$ cat src/rtl/div_sequencer.sv
// Multi-cycle RV32M divide/remainder sequencer: radix-2 restoring division,
// one quotient bit per cycle, with busy stall and a one-cycle done pulse.
module div_sequencer #(
    parameter int unsigned WIDTH = 32,
    parameter int unsigned CNT_W = 5
) (
    input  logic             clk_i,
    input  logic             reset_n_i,
    input  logic             start_i,
    input  logic             flush_i,
    input  logic [2:0]       funct3_i,
    input  logic [WIDTH-1:0] dividend_i,
    input  logic [WIDTH-1:0] divisor_i,
    output logic             busy_o,
    output logic             done_o,
    output logic [WIDTH-1:0] result_o
);

    localparam logic [WIDTH-1:0] INT_MIN  = {1'b1, {(WIDTH-1){1'b0}}};
    localparam logic [WIDTH-1:0] ALL_ONES = '1;
    localparam logic [CNT_W-1:0] CNT_LAST = CNT_W'(WIDTH - 1);

    typedef enum logic [1:0] {
        IDLE = 2'd0,
        CALC = 2'd1,
        DONE = 2'd2
    } state_t;

    state_t state_q, state_d;

    logic [WIDTH-1:0] quo_q, rem_q, dvsr_q;
    logic [CNT_W-1:0] cnt_q;
    logic             neg_quo_q, neg_rem_q, is_rem_q;

    // Operand decode for the IDLE/accept cycle; unknown funct3 codes fall to DIVU.
    logic             is_rem_c, is_signed_c, dvd_neg_c, dvs_neg_c;
    logic             accept_c, div_zero_c, overflow_c, special_c;
    logic [WIDTH-1:0] dvd_abs_c, dvs_abs_c, special_res_c;

    always_comb begin
        is_rem_c      = funct3_i[2] & funct3_i[1];
        is_signed_c   = funct3_i[2] & ~funct3_i[0];
        dvd_neg_c     = is_signed_c & dividend_i[WIDTH-1];
        dvs_neg_c     = is_signed_c & divisor_i[WIDTH-1];
        dvd_abs_c     = dvd_neg_c ? (WIDTH'(0) - dividend_i) : dividend_i;
        dvs_abs_c     = dvs_neg_c ? (WIDTH'(0) - divisor_i) : divisor_i;
        accept_c      = start_i & ~flush_i;
        div_zero_c    = (divisor_i == '0);
        overflow_c    = is_signed_c & (dividend_i == INT_MIN) & (divisor_i == ALL_ONES);
        special_c     = div_zero_c | overflow_c;
        special_res_c = '0;
        if (div_zero_c) begin
            special_res_c = is_rem_c ? dividend_i : ALL_ONES;
        end else if (overflow_c) begin
            special_res_c = is_rem_c ? '0 : INT_MIN;
        end
    end

    // One restoring step; the partial remainder is widened by one bit for the compare.
    logic [WIDTH:0]   rem_sh_c, diff_c;
    logic             ge_c;
    logic [WIDTH-1:0] rem_nxt_c, quo_nxt_c, final_c;

    always_comb begin
        rem_sh_c  = {rem_q, quo_q[WIDTH-1]};
        diff_c    = rem_sh_c - {1'b0, dvsr_q};
        ge_c      = ~diff_c[WIDTH];
        rem_nxt_c = ge_c ? diff_c[WIDTH-1:0] : rem_sh_c[WIDTH-1:0];
        quo_nxt_c = {quo_q[WIDTH-2:0], ge_c};
        if (is_rem_q) begin
            final_c = neg_rem_q ? (WIDTH'(0) - rem_nxt_c) : rem_nxt_c;
        end else begin
            final_c = neg_quo_q ? (WIDTH'(0) - quo_nxt_c) : quo_nxt_c;
        end
    end

    // Next-state logic.
    always_comb begin
        state_d = state_q;
        case (state_q)
            IDLE: begin
                if (accept_c) begin
                    state_d = special_c ? DONE : CALC;
                end
            end
            CALC: begin
                if (flush_i) begin
                    state_d = IDLE;
                end else if (cnt_q == '0) begin
                    state_d = DONE;
                end
            end
            DONE:    state_d = IDLE;
            default: state_d = IDLE;
        endcase
    end

    // done_o is registered off the DONE state, so it pulses in the cycle after DONE.
    always_ff @(posedge clk_i) begin
        if (!reset_n_i) begin
            state_q   <= IDLE;
            quo_q     <= '0;
            rem_q     <= '0;
            dvsr_q    <= '0;
            cnt_q     <= '0;
            neg_quo_q <= 1'b0;
            neg_rem_q <= 1'b0;
            is_rem_q  <= 1'b0;
            busy_o    <= 1'b0;
            done_o    <= 1'b0;
            result_o  <= '0;
        end else begin
            state_q <= state_d;
            busy_o  <= (state_d != IDLE);
            done_o  <= (state_q == DONE) & ~flush_i;
            case (state_q)
                IDLE: begin
                    if (accept_c) begin
                        quo_q     <= dvd_abs_c;
                        dvsr_q    <= dvs_abs_c;
                        rem_q     <= '0;
                        cnt_q     <= CNT_LAST;
                        is_rem_q  <= is_rem_c;
                        neg_quo_q <= dvd_neg_c ^ dvs_neg_c;
                        neg_rem_q <= dvd_neg_c;
                        if (special_c) begin
                            result_o <= special_res_c;
                        end
                    end
                end
                CALC: begin
                    if (!flush_i) begin
                        quo_q <= quo_nxt_c;
                        rem_q <= rem_nxt_c;
                        cnt_q <= cnt_q - CNT_W'(1);
                        if (cnt_q == '0) begin
                            result_o <= final_c;
                        end
                    end
                end
                default: ;
            endcase
        end
    end

endmodule

$ cat config.mk
export PLATFORM = sky130hd
export DESIGN_NAME = div_sequencer
export DESIGN_NICKNAME = d
export VERILOG_FILES = /design/src/rtl/div_sequencer.sv
export SDC_FILE = /design/constraint.sdc
export NUM_CORES = 1
export LEC_CHECK = 0
export BUFFER_PORTS_ARGS = -buffer_cell sky130_fd_sc_hd__buf_2
export CAP_MARGIN = 0
export CELL_PAD_IN_SITES_DETAIL_PLACEMENT = 0
export CELL_PAD_IN_SITES_GLOBAL_PLACEMENT = 1
export CORE_UTILIZATION = 48
export CTS_CLUSTER_DIAMETER = 40
export DETAILED_ROUTE_END_ITERATION = 7
export GPL_ROUTABILITY_DRIVEN = 0
export HOLD_SLACK_MARGIN = 0.08
export PLACE_DENSITY_LB_ADDON = 0.1
export SLEW_MARGIN = 20
export SYNTH_ARGS = -nofsm -noshare
export SYNTH_HDL_FRONTEND = slang
export SYNTH_SLANG_ARGS = --single-unit
$ cat constraint.sdc
create_clock -name clk_i -period 13.6 [get_ports clk_i]
set_input_delay 1.36 -clock clk_i [delete_from_list [all_inputs] [get_ports clk_i]]
set_output_delay 1.36 -clock clk_i [all_outputs]
set_load 0.05 [all_outputs]
==> flow_summary.json <==
{
  "cts_buffers": 17,
  "synth_top_area_frac": 0.2403,
  "worstHoldStart": "dvsr_q[18]",
  "final_common_cell": "nor2_1",
  "synth-async-reset-ratio": 0,
  "gr-total-overflow": 0,
  "fin_tns_setup_ps": 0,
  "power_uw": 1232,
  "syn_area_sq_um": 11660,
  "hold_buffers": 0,
  "num-fill-cells": 2420,
  "grt_max_degree": 74,
  "synthCells": 1600,
  "grt_pass1_vias": 11170,
  "wl_per_cell_um": 20.50,
  "clk_pin_slew_ps": 60,
  "die_area_sq_um": 24920,
  "peakVddDrop_v": 0.00006006,
  "rows": 56,
  "tightest_slew_ps": 1151,
  "synth_top_family_by_area": "compound AO/OA/AOI/OAI gates",
  "avgSynthCellArea_sq_um": 7.289,
  "hold_violations": 0,
  "core_area_sq_um": 23680,
  "io_buffers": 104,
  "drtAntennaViolNets": 0,
  "wl_um": 40430,
  "die_h_um": 157.9,
  "start_util": 0.4924,
  "ctsLongestPathBuffers": 2,
  "dpl.hpwl_um": 30320,
  "area_growth_pct": 10.44,
  "required_ps": 13920,
  "cpPeakStageDelay_ps": 600,
  "slew_violations": 0,
  "drt_iter0_markers": 1002,
  "yosysSeqAreaShare": 0.2403,
  "rsz0062_at_grt": "false",
  "crit_path_end_kind": "flop",
  "synth_area_leader_cell": "dfxtp_1",
  "slowest_stage": "inv_2",
  "p_leak_uw": 0.004932,
  "muxShareOfSynthArea": 0.02553,
  "via_per_inst": 6.190,
  "drc": 0,
  "synth_top_flop_cell": "dfxtp_1",
  "cp_num_buf_inv": 3,
  "synth-simple-area-share": 0.2315,
  "grt_use_total": 0.3290,
  "cts_max_level": 4,
  "max-cap-violations": 0,
  "layout_common_cells": "nor2_1 (231), a21oi_1 (148), dfxtp_1 (140), nand2_1 (120), o21ai_0 (116)",
  "crit-reg2reg-launch": "quo_q[31]",
  "relSlewSlack": 0.2328,
  "hold_class": "flop to flop",
  "synth_edf_count": 0,
  "clk_latency_ps": 440,
  "ys_ff_latch": 140,
  "crit_family": "simple AND/OR/NAND/NOR gates",
  "antenna_found_initial": 1,
  "finalSetupViolCount": 0,
  "finalClockSkew_ps": 15.47,
  "first_pass_iters": 5,
  "cts.sinks": 140,
  "synth_xor_area_frac": 0.09838,
  "max_freq_ghz": 0.1665,
  "drive_gt1_frac": 0.1240,
  "layout.nets": 1750,
  "cp_max_fo": 43,
  "cts_tree": "built",
  "netlist_top_cells_area": "dfxtp_1 (24%), nor2_1 (7.5%), a21oi_1 (6.4%), xnor2_1 (5.5%), o21ai_0 (5.0%)",
  "synthAdderAreaFrac": 0.04248,
  "fin_crit_ps": 6005,
  "status": "completed",
  "cp-start-kind": "flop",
  "via_count": 12210,
  "cts_root_buf": "clkbuf_16",
  "ios": 105,
  "num_antenna_cells": 0,
  "synth_cell_types": 89,
  "syn-num-nets": 1710,
  "post_cts_buffers": 0,
  "cts_resized": 0,
  "startpoint": "quo_q[31]",
  "die_x_um": 157.9,
  "synth_warnings": 0,
  "grt_first_pass_wirelength_um": 62600,
  "critPathKind": "flop to flop",
  "cp_data_arrival_time_ps": 6320,
  "powerDensity_nw_per_um2": 95.63,
  "period_share": 0.4416,
  "synth_compound_area_frac": 0.3057,
  "crit_chain": "inv_1, ha_1, fa_1, nor2b_4, o311a_1, o21ai_1, a21oi_2, o21a_1, nor2_8, inv_2, nor2_1, a21oi_1, ha_1, inv_1, or4_1, or2_2, a211o_1, o31ai_1, nand4_1, nor2_1, mux2i_1, nand2_1"
}
-- logic make-up after synthesis --
kind of cell	count (synthesis)
flip-flops	140
AND/OR/NAND/NOR	562
multiplexers	29
buffers and inverters	163
adder cells (fa/ha/maj)	39
AO/OA/AOI/OAI	536
XOR/XNOR	131
-- where the power goes --
group,switching (uW),internal (uW),leakage (uW),total [uW]
logic,212,107,0.00353,319
clock network,210,256,0.000267,467
registers,18.3,428,0.00114,446
total,441,791,0.00493,1230
-- state kept, by name, indices dropped and copies added, names as in the netlist --
| register | flops |
|---|---|
| state_q | 2 |
| quo_q | 32 |
| neg_quo_q | 1 |
| cnt_q | 5 |
| dvsr_q | 32 |
| is_rem_q | 1 |
| done_o | 1 |
| busy_o | 1 |
| rem_q | 32 |
| result_o | 32 |
| neg_rem_q | 1 |
-- synthesized netlist by cell type (all sizes together) (4+ instances only) --
cell and instances:
nor2 233, or2 9, nor3 40, mux2i 23, o31ai 26, dfxtp 140, buf 24, nand3b 4
a2111oi 4, a22oi 12, and2 12, inv 63, nand2 120, nor2b 7, xor2 58, nor4 20
a211oi 57, a221oi 7, clkbuf 76, o21bai 7, a21o 11, ha 38, nand4 20, a21oi 156
or3 23, o211ai 16, o2111ai 4, mux2 6, a211o 5, a31oi 18, o22ai 10, nand2b 8
o21a 13, nor4b 6, nand3 24, a311oi 12, o41ai 23, xnor2 73, o221ai 4, o21ai 123
and3 9, or4 17
-- path summary, 6_finish.rpt --
| check | to | slack (ps) | cells after the start |
|---|---|---|---|
| worst max-delay path | result_o[26] | 7590 | 22 |
| worst min register to register | dvsr_q[18] | 460 | 2 |
| worst min-delay path | dvsr_q[18] | 460 | 2 |
| worst max register to register | result_o[26] | 7590 | 22 |
-- per-layer routing --
layer | track usage | up-vias | share of wire
met3 | 0.06515 | 76 | 0.076
met4 | 0.1193 | 2 | 0.031
met2 | 0.5089 | 477 | 0.44
li1 | - | 5935 | -
met1 | 0.4496 | 5716 | 0.45
met5 | 0 | - | 0.00032
-- worst register-to-register path, cell delays in order, from the launching register on --
cell     delay (ps)
dfxtp_1         430
inv_1            70
ha_1            230
fa_1            470
nor2b_4         210
o311a_1         190
o21ai_1         120
a21oi_2         280
o21a_1          430
nor2_8          240
inv_2           620
nor2_1          100
a21oi_1         230
ha_1            290
inv_1           100
or4_1           540
or2_2           310
a211o_1         270
o31ai_1         120
nand4_1         210
nor2_1          170
mux2i_1         210
nand2_1          60
-- cell type report --
| cell class | instances | area, sq um | area share |
|---|---|---|---|
| clock buffers | 19 | 432.9 | 0.03361 |
| multi-input cells | 1297 | 8225 | 0.6386 |
| flip-flops and latches | 140 | 2803 | 0.2176 |
| clock inverters | 13 | 133.9 | 0.01039 |
| well taps | 319 | 399.1 | 0.03099 |
| repair buffers | 121 | 648.1 | 0.05032 |
| inverters | 63 | 237.7 | 0.01846 |
-- per-stage QoR --
step | hold WS, ps | util | area [sq um] | worst slack, ps | instances
floorplan | 431.9 | - | 11660 | 8605 | 1600
global placement | 441.1 | 0.5199 | 12310 | 7844 | 1940
detailed placement | 453.9 | 0.5199 | 12310 | 7705 | 1940
CTS | 461.6 | 0.5439 | 12880 | 7671 | 1972
global route | 475.3 | 0.5439 | 12880 | 7129 | 1972
finish | 461.0 | 0.5439 | 12880 | 7595 | 1972
(Power assumes the default switching activity.)
